[src/rtl/general_register_file_pkg.sv]
// Shared definitions for the multi-port general register file.
// Optional same-cycle write-to-read forwarding: GENERAL_REGISTER_FILE_BYPASS_EN.
package general_register_file_pkg;

  localparam int          XLEN_DEF     = 32;
  localparam int          NREGS_DEF    = 32;
  localparam logic [31:0] RESET_PC_DEF = 32'h0000_0000;
  localparam int          ZERO_IDX     = 0;

  // Register index type for the default-sized register file
  typedef logic [$clog2(NREGS_DEF)-1:0] reg_idx_t;

endpackage

[src/rtl/general_register_file_mp_if.sv]
// Bus between the core (issue/decode/writeback) and the register file.
// Optional same-cycle write-to-read forwarding: GENERAL_REGISTER_FILE_BYPASS_EN.
interface general_register_file_mp_if #(
  parameter int XLEN   = 32,
  parameter int NREGS  = 32,
  parameter int NUM_RD = 2,
  parameter int NUM_WR = 1
);
  localparam int AW = $clog2(NREGS);

  logic [NUM_RD*AW-1:0]   rd_idx;
  logic [NUM_RD*XLEN-1:0] rd_data;
  logic [NUM_RD-1:0]      rd_busy;
  logic [NUM_WR-1:0]      wr_en;
  logic [NUM_WR*AW-1:0]   wr_idx;
  logic [NUM_WR*XLEN-1:0] wr_data;
  logic                   iss_en;
  logic [AW-1:0]          iss_idx;
  logic                   iss_stall;
  logic [XLEN-1:0]        pc_read_data;
  logic [XLEN-1:0]        pc_write_data;
  logic                   pc_write_enable;
  logic [AW-1:0]          dbg_idx;
  logic [XLEN-1:0]        dbg_data;

  modport master (
    output rd_idx, wr_en, wr_idx, wr_data, iss_en, iss_idx,
           pc_write_data, pc_write_enable, dbg_idx,
    input  rd_data, rd_busy, iss_stall, pc_read_data, dbg_data
  );

  modport slave (
    input  rd_idx, wr_en, wr_idx, wr_data, iss_en, iss_idx,
           pc_write_data, pc_write_enable, dbg_idx,
    output rd_data, rd_busy, iss_stall, pc_read_data, dbg_data
  );

endinterface

[src/rtl/general_register_file_mp_rf_scoreboard.sv]
// Busy scoreboard: one bit per register marking a write in flight.
// With GENERAL_REGISTER_FILE_BYPASS_EN a same-cycle writeback hides the busy bit in lookups.
module rf_scoreboard
  import general_register_file_pkg::*;
#(
  parameter int  NREGS  = 32,
  parameter int  NUM_RD = 2,
  parameter int  NUM_WR = 1,
  localparam int AW     = $clog2(NREGS)
) (
  input  logic                 clk,
  input  logic                 rst,
  input  logic                 iss_en_i,
  input  logic [AW-1:0]        iss_idx_i,
  input  logic [NUM_WR-1:0]    wr_en_i,
  input  logic [NUM_WR*AW-1:0] wr_idx_i,
  input  logic [NUM_RD*AW-1:0] rd_idx_i,
  output logic [NUM_RD-1:0]    rd_busy_o,
  output logic                 iss_stall_o
);

  logic [NREGS-1:0] busy_q;
  logic [NREGS-1:0] busy_d;
  logic [NREGS-1:0] clr_s;
  logic [NREGS-1:0] view_s;
  logic             set_ok_s;

  // Decode every writeback strobe into a per-register clear request
  always_comb begin
    clr_s = '0;
    for (int w = 0; w < NUM_WR; w++) begin
      if (wr_en_i[w]) begin
        clr_s[wr_idx_i[w*AW +: AW]] = 1'b1;
      end else begin
        clr_s = clr_s;
      end
    end
  end

  // Issue claims only a free nonzero register (new owner beats same-cycle clear); a busy one can only be cleared
  always_comb begin
    set_ok_s = iss_en_i && (iss_idx_i != AW'(ZERO_IDX)) && !busy_q[iss_idx_i];
    busy_d   = busy_q & ~clr_s;
    if (set_ok_s) begin
      busy_d[iss_idx_i] = 1'b1;
    end else begin
      busy_d = busy_d;
    end
    busy_d[ZERO_IDX] = 1'b0;
  end

  // Busy bit state, cleared by reset
  always_ff @(posedge clk) begin
    if (rst) begin
      busy_q <= '0;
    end else begin
      busy_q <= busy_d;
    end
  end

`ifdef GENERAL_REGISTER_FILE_BYPASS_EN
  assign view_s = busy_q & ~clr_s;
`else
  assign view_s = busy_q;
`endif

  // Per-port busy lookups and issue stall against the visible busy view
  always_comb begin
    rd_busy_o = '0;
    for (int p = 0; p < NUM_RD; p++) begin
      rd_busy_o[p] = view_s[rd_idx_i[p*AW +: AW]];
    end
    iss_stall_o = view_s[iss_idx_i];
  end

endmodule

[src/rtl/general_register_file_mp.sv]
// Multi-port general register file with PC and busy scoreboard; x0 reads as zero.
// Optional same-cycle write-to-read forwarding: GENERAL_REGISTER_FILE_BYPASS_EN.
module general_register_file_mp
  import general_register_file_pkg::*;
#(
  parameter int              XLEN     = XLEN_DEF,
  parameter int              NREGS    = NREGS_DEF,
  parameter int              NUM_RD   = 2,
  parameter int              NUM_WR   = 1,
  parameter logic [XLEN-1:0] RESET_PC = XLEN'(RESET_PC_DEF)
) (
  input logic                        clk,
  input logic                        rst,
  general_register_file_mp_if.slave  bus
);

  localparam int AW = $clog2(NREGS);

  logic [XLEN-1:0]        regs_q [NREGS];
  logic [XLEN-1:0]        regs_d [NREGS];
  logic [XLEN-1:0]        pc_q;
  logic [XLEN-1:0]        pc_d;
  logic [NUM_RD*XLEN-1:0] rd_data_s;

  // Merge writeback ports into next register state; later ports override earlier ones
  always_comb begin
    for (int r = 0; r < NREGS; r++) begin
      regs_d[r] = regs_q[r];
    end
    for (int w = 0; w < NUM_WR; w++) begin
      if (bus.wr_en[w] && (bus.wr_idx[w*AW +: AW] != AW'(ZERO_IDX))) begin
        regs_d[bus.wr_idx[w*AW +: AW]] = bus.wr_data[w*XLEN +: XLEN];
      end else begin
        regs_d[ZERO_IDX] = '0;
      end
    end
    regs_d[ZERO_IDX] = '0;
  end

  // Next PC: load on enable, otherwise hold
  always_comb begin
    if (bus.pc_write_enable) begin
      pc_d = bus.pc_write_data;
    end else begin
      pc_d = pc_q;
    end
  end

  // Register array and PC state
  always_ff @(posedge clk) begin
    if (rst) begin
      for (int r = 0; r < NREGS; r++) begin
        regs_q[r] <= '0;
      end
      pc_q <= RESET_PC;
    end else begin
      for (int r = 0; r < NREGS; r++) begin
        regs_q[r] <= regs_d[r];
      end
      pc_q <= pc_d;
    end
  end

  // Combinational read ports, optionally forwarding a same-cycle writeback
  always_comb begin
    rd_data_s = '0;
    for (int p = 0; p < NUM_RD; p++) begin
      if (bus.rd_idx[p*AW +: AW] != AW'(ZERO_IDX)) begin
        rd_data_s[p*XLEN +: XLEN] = regs_q[bus.rd_idx[p*AW +: AW]];
`ifdef GENERAL_REGISTER_FILE_BYPASS_EN
        for (int w = 0; w < NUM_WR; w++) begin
          if (bus.wr_en[w] && (bus.wr_idx[w*AW +: AW] == bus.rd_idx[p*AW +: AW])) begin
            rd_data_s[p*XLEN +: XLEN] = bus.wr_data[w*XLEN +: XLEN];
          end else begin
            rd_data_s = rd_data_s;
          end
        end
`endif
      end else begin
        rd_data_s[p*XLEN +: XLEN] = '0;
      end
    end
  end

  assign bus.rd_data      = rd_data_s;
  assign bus.pc_read_data = pc_q;
  assign bus.dbg_data     = regs_q[bus.dbg_idx];

  rf_scoreboard #(
    .NREGS  (NREGS),
    .NUM_RD (NUM_RD),
    .NUM_WR (NUM_WR)
  ) u_scoreboard (
    .clk         (clk),
    .rst         (rst),
    .iss_en_i    (bus.iss_en),
    .iss_idx_i   (bus.iss_idx),
    .wr_en_i     (bus.wr_en),
    .wr_idx_i    (bus.wr_idx),
    .rd_idx_i    (bus.rd_idx),
    .rd_busy_o   (bus.rd_busy),
    .iss_stall_o (bus.iss_stall)
  );

endmodule

[src/flat_wrapper.sv]
// flat-port wrapper written by rule: the top's interface ports become plain ports
module general_register_file_mp_flat import general_register_file_pkg::*;
#(
  parameter int              XLEN     = XLEN_DEF,
  parameter int              NREGS    = NREGS_DEF,
  parameter int              NUM_RD   = 2,
  parameter int              NUM_WR   = 1,
  parameter logic [XLEN-1:0] RESET_PC = XLEN'(RESET_PC_DEF)
)
  (clk, rst, bus_rd_idx, bus_wr_en, bus_wr_idx, bus_wr_data, bus_iss_en, bus_iss_idx, bus_pc_write_data, bus_pc_write_enable, bus_dbg_idx, bus_rd_data, bus_rd_busy, bus_iss_stall, bus_pc_read_data, bus_dbg_data);
  general_register_file_mp_if #(.XLEN(XLEN), .NREGS(NREGS), .NUM_RD(NUM_RD), .NUM_WR(NUM_WR)) bus_i ();
  input logic clk;
  input logic rst;
  input wire logic [$bits(bus_i.rd_idx)-1:0] bus_rd_idx;
  input wire logic [$bits(bus_i.wr_en)-1:0] bus_wr_en;
  input wire logic [$bits(bus_i.wr_idx)-1:0] bus_wr_idx;
  input wire logic [$bits(bus_i.wr_data)-1:0] bus_wr_data;
  input wire logic [$bits(bus_i.iss_en)-1:0] bus_iss_en;
  input wire logic [$bits(bus_i.iss_idx)-1:0] bus_iss_idx;
  input wire logic [$bits(bus_i.pc_write_data)-1:0] bus_pc_write_data;
  input wire logic [$bits(bus_i.pc_write_enable)-1:0] bus_pc_write_enable;
  input wire logic [$bits(bus_i.dbg_idx)-1:0] bus_dbg_idx;
  output wire logic [$bits(bus_i.rd_data)-1:0] bus_rd_data;
  output wire logic [$bits(bus_i.rd_busy)-1:0] bus_rd_busy;
  output wire logic [$bits(bus_i.iss_stall)-1:0] bus_iss_stall;
  output wire logic [$bits(bus_i.pc_read_data)-1:0] bus_pc_read_data;
  output wire logic [$bits(bus_i.dbg_data)-1:0] bus_dbg_data;
  assign bus_i.rd_idx = bus_rd_idx;
  assign bus_i.wr_en = bus_wr_en;
  assign bus_i.wr_idx = bus_wr_idx;
  assign bus_i.wr_data = bus_wr_data;
  assign bus_i.iss_en = bus_iss_en;
  assign bus_i.iss_idx = bus_iss_idx;
  assign bus_i.pc_write_data = bus_pc_write_data;
  assign bus_i.pc_write_enable = bus_pc_write_enable;
  assign bus_i.dbg_idx = bus_dbg_idx;
  assign bus_rd_data = bus_i.rd_data;
  assign bus_rd_busy = bus_i.rd_busy;
  assign bus_iss_stall = bus_i.iss_stall;
  assign bus_pc_read_data = bus_i.pc_read_data;
  assign bus_dbg_data = bus_i.dbg_data;
  general_register_file_mp #(.XLEN(XLEN), .NREGS(NREGS), .NUM_RD(NUM_RD), .NUM_WR(NUM_WR), .RESET_PC(RESET_PC)) u_core (.clk(clk), .rst(rst), .bus(bus_i));
endmodule
[config.mk]
export PLATFORM = sky130hd
export DESIGN_NAME = general_register_file_mp_flat
export DESIGN_NICKNAME = d
export VERILOG_FILES = /design/src/rtl/general_register_file_pkg.sv /design/src/rtl/general_register_file_mp_if.sv /design/src/rtl/general_register_file_mp_rf_scoreboard.sv /design/src/rtl/general_register_file_mp.sv /design/src/flat_wrapper.sv
export SDC_FILE = /design/constraint.sdc
export NUM_CORES = 2
export LEC_CHECK = 0
export BUFFER_PORTS_ARGS = -buffer_cell sky130_fd_sc_hd__buf_2
export CAP_MARGIN = 20
export CORE_AREA = 2 2 357 359
export CTS_CLUSTER_SIZE = 16
export DETAILED_ROUTE_END_ITERATION = 10
export DIE_AREA = 0 0 359 361
export MAX_ROUTING_LAYER = met4
export PLACE_DENSITY = 0.62
export SLEW_MARGIN = 20
export SYNTH_ARGS = -nofsm -noshare
export SYNTH_HDL_FRONTEND = slang
export SYNTH_HIERARCHICAL = 1
export SYNTH_SLANG_ARGS = --single-unit
export TNS_END_PERCENT = 50
[constraint.sdc]
create_clock -name clk -period 3.41 [get_ports clk]
set_clock_uncertainty 0.1 [all_clocks]
set_input_delay 0.5115 -clock clk [delete_from_list [all_inputs] [get_ports clk]]
set_output_delay 0.5115 -clock clk [all_outputs]
set_load 0.03 [all_outputs]
---- Word level (Yosys, flattened, before mapping) ----
Memory sizes are Yosys's and may differ from the RTL's.
Index checks and enable logic that the tools add are counted.
word-level totals
  output and inout port bits .............. 131
  bits in read-only memories .............. 0
  memories kept ........................... 1
  memory bits (writable) .................. 1,024
  bits in registers ....................... 64
  word-level logic and storage cells ...... 112
  bits in latches ......................... 0
cells by class
  shifts and indexed selects .............. 0
  muxes and demuxes ....................... 53
  multiply operators ...................... 0
  bitwise logic cells ..................... 36
  divide/modulo/power cells ............... 0
  reductions and logical operators ........ 11
  $lt $le $gt $ge ......................... 8
  $add $sub $neg .......................... 0
  equal/unequal tests ..................... 0
memory list
  name           words  bits a word  read ports  clocked after memory_dff  wr ports  RTL line                        text
  u_core.regs_q  32     32           35          0                         32        general_register_file_mp.sv:19  logic [XLEN-1:0] regs_q [NREGS];
operators with widths
  kind                number
  $mux 32             37
  $bwmux 1024         1
  $mux 992            1
  $demux 32 s5        1
  $and 32x32->32      1
  $not 32->32         1
  $or 1x1->1          32
  $or 32x32->32       1
  $lt 5x6->1 const B  4
  $reduce_bool 5->1   4
  $bmux 1 s5          3
  $demux 1 s5         2
  $ge 5x1->1 const B  2
  $mux 1              8
  $ge 6x6->1 const B  1
  $logic_and 1x1->1   6
  $lt 6x1->1 const B  1
  $not 5->6           1
  $logic_not 1->1     1

---- Logic depth before layout (Yosys ltp) ----
  depth after elaboration ................. 9
  depth in mapped cells ................... 9
  gate-level depth less buffers ........... 5

---- Hierarchy ----
The synthesis kept the hierarchy.
modules (own cells, without submodules)
  module                    sequential area each (µm²)  area each (µm²)  instances  cells an instance
  general_register_file_mp  20,499.7                    60,133.9         1          7,070
  rf_scoreboard             620.6                       2,282.2          1          239

---- Least setup slack after synthesis ----
No wires, ideal clock.
  path type ............................... input-to-output
  start ................................... input bus_dbg_idx[0]
  end ..................................... output bus_dbg_data[30]
  stages .................................. 7
  data required time ...................... 2.799 ns
  slack ................................... 0.389 ns
  buffers on the path ..................... 4
  arrival time ............................ 2.410 ns
  cell sequence ........................... buf_2 -> buf_4 -> buf_4 -> buf_2 -> a221o_1 -> o21ai_0 -> nor4_1
between the ends
  word-level cells in the longest chain between the ends .. 1
RTL lines
  what           RTL line            text
  from (decl)    flat_wrapper.sv:22  input wire logic [$bits(bus_i.dbg_idx)-1:0] bus_dbg_idx;
  $mem_v2 32x32  -
  to (decl)      flat_wrapper.sv:27  output wire logic [$bits(bus_i.dbg_data)-1:0] bus_dbg_data;
Every way passes these cells.

---- Worst setup path in the final report ----
  start ................................... input bus_rd_idx[2]
  end ..................................... output bus_rd_data[1]
between the ends
  word-level cells in the longest chain between the ends .. 2
  elaborated cells between the ends (all ways) .. 3
  those cells by class .................... 1 x mux; 1 x reduce/logical; 1 x memory
RTL lines
  what                                                RTL line                        text
  from (decl)                                         flat_wrapper.sv:14              input wire logic [$bits(bus_i.rd_idx)-1:0] bus_rd_idx;
  $mem_v2 32x32 or $reduce_bool 5->1 (tied branches)  -
  $mux 32 *                                           general_register_file_mp.sv:68  if (bus.rd_idx[p*AW +: AW] != AW'(ZERO_IDX)) begin
  to (decl)                                           flat_wrapper.sv:23              output wire logic [$bits(bus_i.rd_data)-1:0] bus_rd_data;
Mark *: on every way between the ends. The rest lies on a longest branch, timed or not.

==> results_dict.tcl <==
set metrics [dict create \
    status "finished with violations" \
    violations "negative setup slack" \
    cts_tree "built" \
    synth-edff-count 0 \
    die-area_sq_mm 0.130 \
    clockRootBuffer "clkbuf_16" \
    io_pins 225 \
    rows 130 \
    first_iter_violations 11418 \
    placed_area_sq_mm 0.0674 \
    synth_xor_xnor_area_share_pct 0 \
    drc 0 \
    p_per_area_mw_per_mm2 429 \
    die_h_um 361 \
    die_w_um 359 \
    grt_pass1_wl_um 442000 \
    grt_max_degree 120 \
    min_to "u_core/u_scoreboard/busy_q[2]" \
    timing.fmax_mhz 283 \
    holdPathStages 4 \
    avgRoutedWirePerCell_um 34.7 \
    setup_slack_ns -0.125 \
    clk_latency_ns 0.79 \
    routed_wirelength_um 318000 \
    cts.sinks 1055 \
    seq_area_frac_synth_pct 33.8 \
    vias_per_cell 7.08 \
    maxCapViolations 0 \
    synth_ff_type "dfxtp_1" \
    rr_worst_depth 4 \
    cp-end-kind "output port" \
    cts.clk_slew.worst_paths_ns 0.07 \
    setup_viol 11 \
    slowest_delay_ns 0.89 \
    synth_area_sq_mm 0.0624 \
    synth_top_family_by_area "multiplexers" \
    layout.nets 7473 \
    rr_startpoint "u_core/u_scoreboard/busy_q[27]" \
    area_delta_synth_final_pct 15.4 \
    final.period_utilization_pct 104 \
    synth.avg_cell_area_sq_um 8.54 \
    max_slew.worst_pin.slew_ns 1.12 \
    yosysTopAreaCell "dfxtp_1" \
    slew-limit-headroom_pct 24.8 \
    power_leakage_nw 26.0 \
    yosysWarnings 6 \
    synthCells 7309 \
    start_util_pct 49.8 \
    rsz0062_at_grt "yes" \
    gp_congestion 1.02 \
    hold_viol 0 \
    grt_use_total_pct 48.5 \
    numPortBuffers 224 \
    startpoint_type "primary input" \
    ys_async_sr_fraction_pct 0 \
    crit_type "primary input to output port" \
    synthSimpleGateAreaFrac_pct 15.9 \
    ys_seq_elements 1055 \
    muxShareOfSynthArea_pct 25.8 \
    synth_area_leaders "dfxtp_1, nand2_1, mux4_2" \
    finalPower_mw 30.9 \
    yosysUniqueCellTypes 68 \
    core-area_sq_mm 0.125 \
    antenna_found_initial 29 \
    clock_path_buffers 3 \
    synth-compound-area-share_pct 18.3 \
    drive_gt1_share_pct 20.5 \
    htree_num_levels 3 \
    synth_most_common_cell "nand2_1" \
    yosysTopAreaCellShare_pct 33.8 \
    worst-path-max-fanout 10 \
    cts_buffers 116 \
    synth_top_cells_by_count "nand2_1, dfxtp_1, a21oi_1, mux2i_1, clkbuf_1" \
    cp_slowest_cell "o211ai_1" \
    crit_path_frequent_cell "buf_4" \
    synth.net_count 7403 \
    drtPass1Iterations 7 \
    hold_class "primary input to flop" \
    rr_endpoint "u_core/u_scoreboard/busy_q[17]" \
    grt_pass1_vias 60295 \
    num_vias 64886 \
    hold_start "bus_iss_idx[4]" \
    cp_cell_sequence "buf_2 > or2_2 > buf_4 > a221oi_1 > or3_1 > o211ai_1 > buf_4" \
    worstPathArrival_ns 2.92 \
    dp_hpwl_um 199000 \
    r2r_slack_ns 1.26 \
    synth_fa_ha_area_share_pct 0 \
    ir_worst_vdd_uv 432 \
    finalMaxSlewViolations 0 \
    worstPathRequired_ns 2.80 \
    fin_util_pct 57.4 \
    fin_crit_ns 3.54 \
    overflow 0 \
    design_area_sq_mm 0.0720 \
    drtAntennaViolNets 0 \
]
==> critical path: cells and delay by family <==
family,cells,cell delay [ns]
AOI/OAI and AO/OA,2,0.95
buffers and inverters,3,0.85
and+or+nand+nor,2,0.59
==> power by group <==
part	switching, mW	internal (mW)	total (mW)
Sequential	0.114	12.4	12.5
Clock	5.70	7.91	13.6
Combinational	3.19	1.53	4.72
Total	9.00	21.9	30.9
==> flip-flops by register name, summed over array words and instances, names as in the netlist <==
signal                      cells
u_core/regs_q                 992
u_core/bus.pc_read_data        32
u_core/u_scoreboard/busy_q     31
==> cell type report <==
class | count | area (sq um)
clock buffers | 164 | 3420
diodes | 37 | 92.6
flip-flops and latches | 1055 | 21100
inverters | 3 | 11.3
clock inverters | 48 | 606
repair buffers | 719 | 6780
fillers | 11128 | 53400
well taps | 1650 | 2060
multi-input cells | 5484 | 37900
==> metrics by stage <==
stage | setup WS [ns] | setup TNS, ns | hold WS [ns] | std cells
floorplan | 0.389 | 0 | 0.352 | 7309
global placement | -0.547 | -1.86 | 0.364 | 8871
detailed placement | -0.290 | -1.25 | 0.372 | 8872
CTS | 0.00614 | 0 | 0.0314 | 9117
global route | -0.0340 | -0.0478 | 0.116 | 9149
finish | -0.125 | -0.517 | 0.0566 | 9160
==> metal layers <==
| metal | share of wire, % | GRT usage [%] | vias to the layer above |
|---|---|---|---|
| li1 | - | - | 26470 |
| met1 | 35 | 57.9 | 30996 |
| met2 | 40 | 66.0 | 5724 |
| met3 | 15 | 17.6 | 1696 |
| met4 | 9.3 | 37.1 | 0 |
| met5 | 0 | - | - |
==> cells in the final DEF (no fill, tap or decap), types with 18 or more instances in the layout <==
cell type / count
a21boi_0: 29
a21oi_1: 1036
buf_2: 215
nor4_1: 19
nand2_2: 33
a2bb2oi_1: 29
a221oi_1: 62
mux4_2: 314
nand3_1: 116
nor2b_1: 22
nor2_4: 32
diode_2: 37
clkinv_2: 25
o21ai_0: 70
mux2i_1: 674
a211oi_1: 18
dlygate4sd3_1: 33
dfxtp_1: 1049
nor2_1: 42
buf_4: 320
o211ai_1: 50
a221o_1: 64
a22oi_1: 244
clkbuf_16: 118
buf_12: 142
nand2_1: 2038
o22ai_1: 155
a211o_1: 28
clkbuf_8: 29
mux2_2: 199
or3_1: 32
==> cell families after synthesis <==
logic type,after synthesis
compound gates,1853
simple gates,2441
mux,1190
buf+inv,770
flops,1055
==> how the worst max path moves through the flow <==
stage	startpoint	to	slack, ns	cells past startpoint
2_1_floorplan	bus_dbg_idx[0]	bus_dbg_data[30]	0.39	7
3_3_place_gp	bus_dbg_idx[0]	bus_dbg_data[15]	-0.55	8
3_5_place_dp	bus_dbg_idx[1]	bus_dbg_data[14]	-0.29	9
4_1_cts	bus_dbg_idx[1]	bus_dbg_data[14]	0.006	9
5_1_grt	bus_rd_idx[2]	bus_rd_data[11]	-0.03	10
6_report	bus_rd_idx[2]	bus_rd_data[1]	-0.13	7
==> what timing repair did <==
action,in CTS,in global routing
setup endpoints to repair,11,13
gates resized for setup,11,19
gates cloned,0,0
hold endpoints to repair,35,0
pin swaps,2,1
buffers inserted,0,6
hold buffers,33,0
Power figures use the tool's default switching activity.
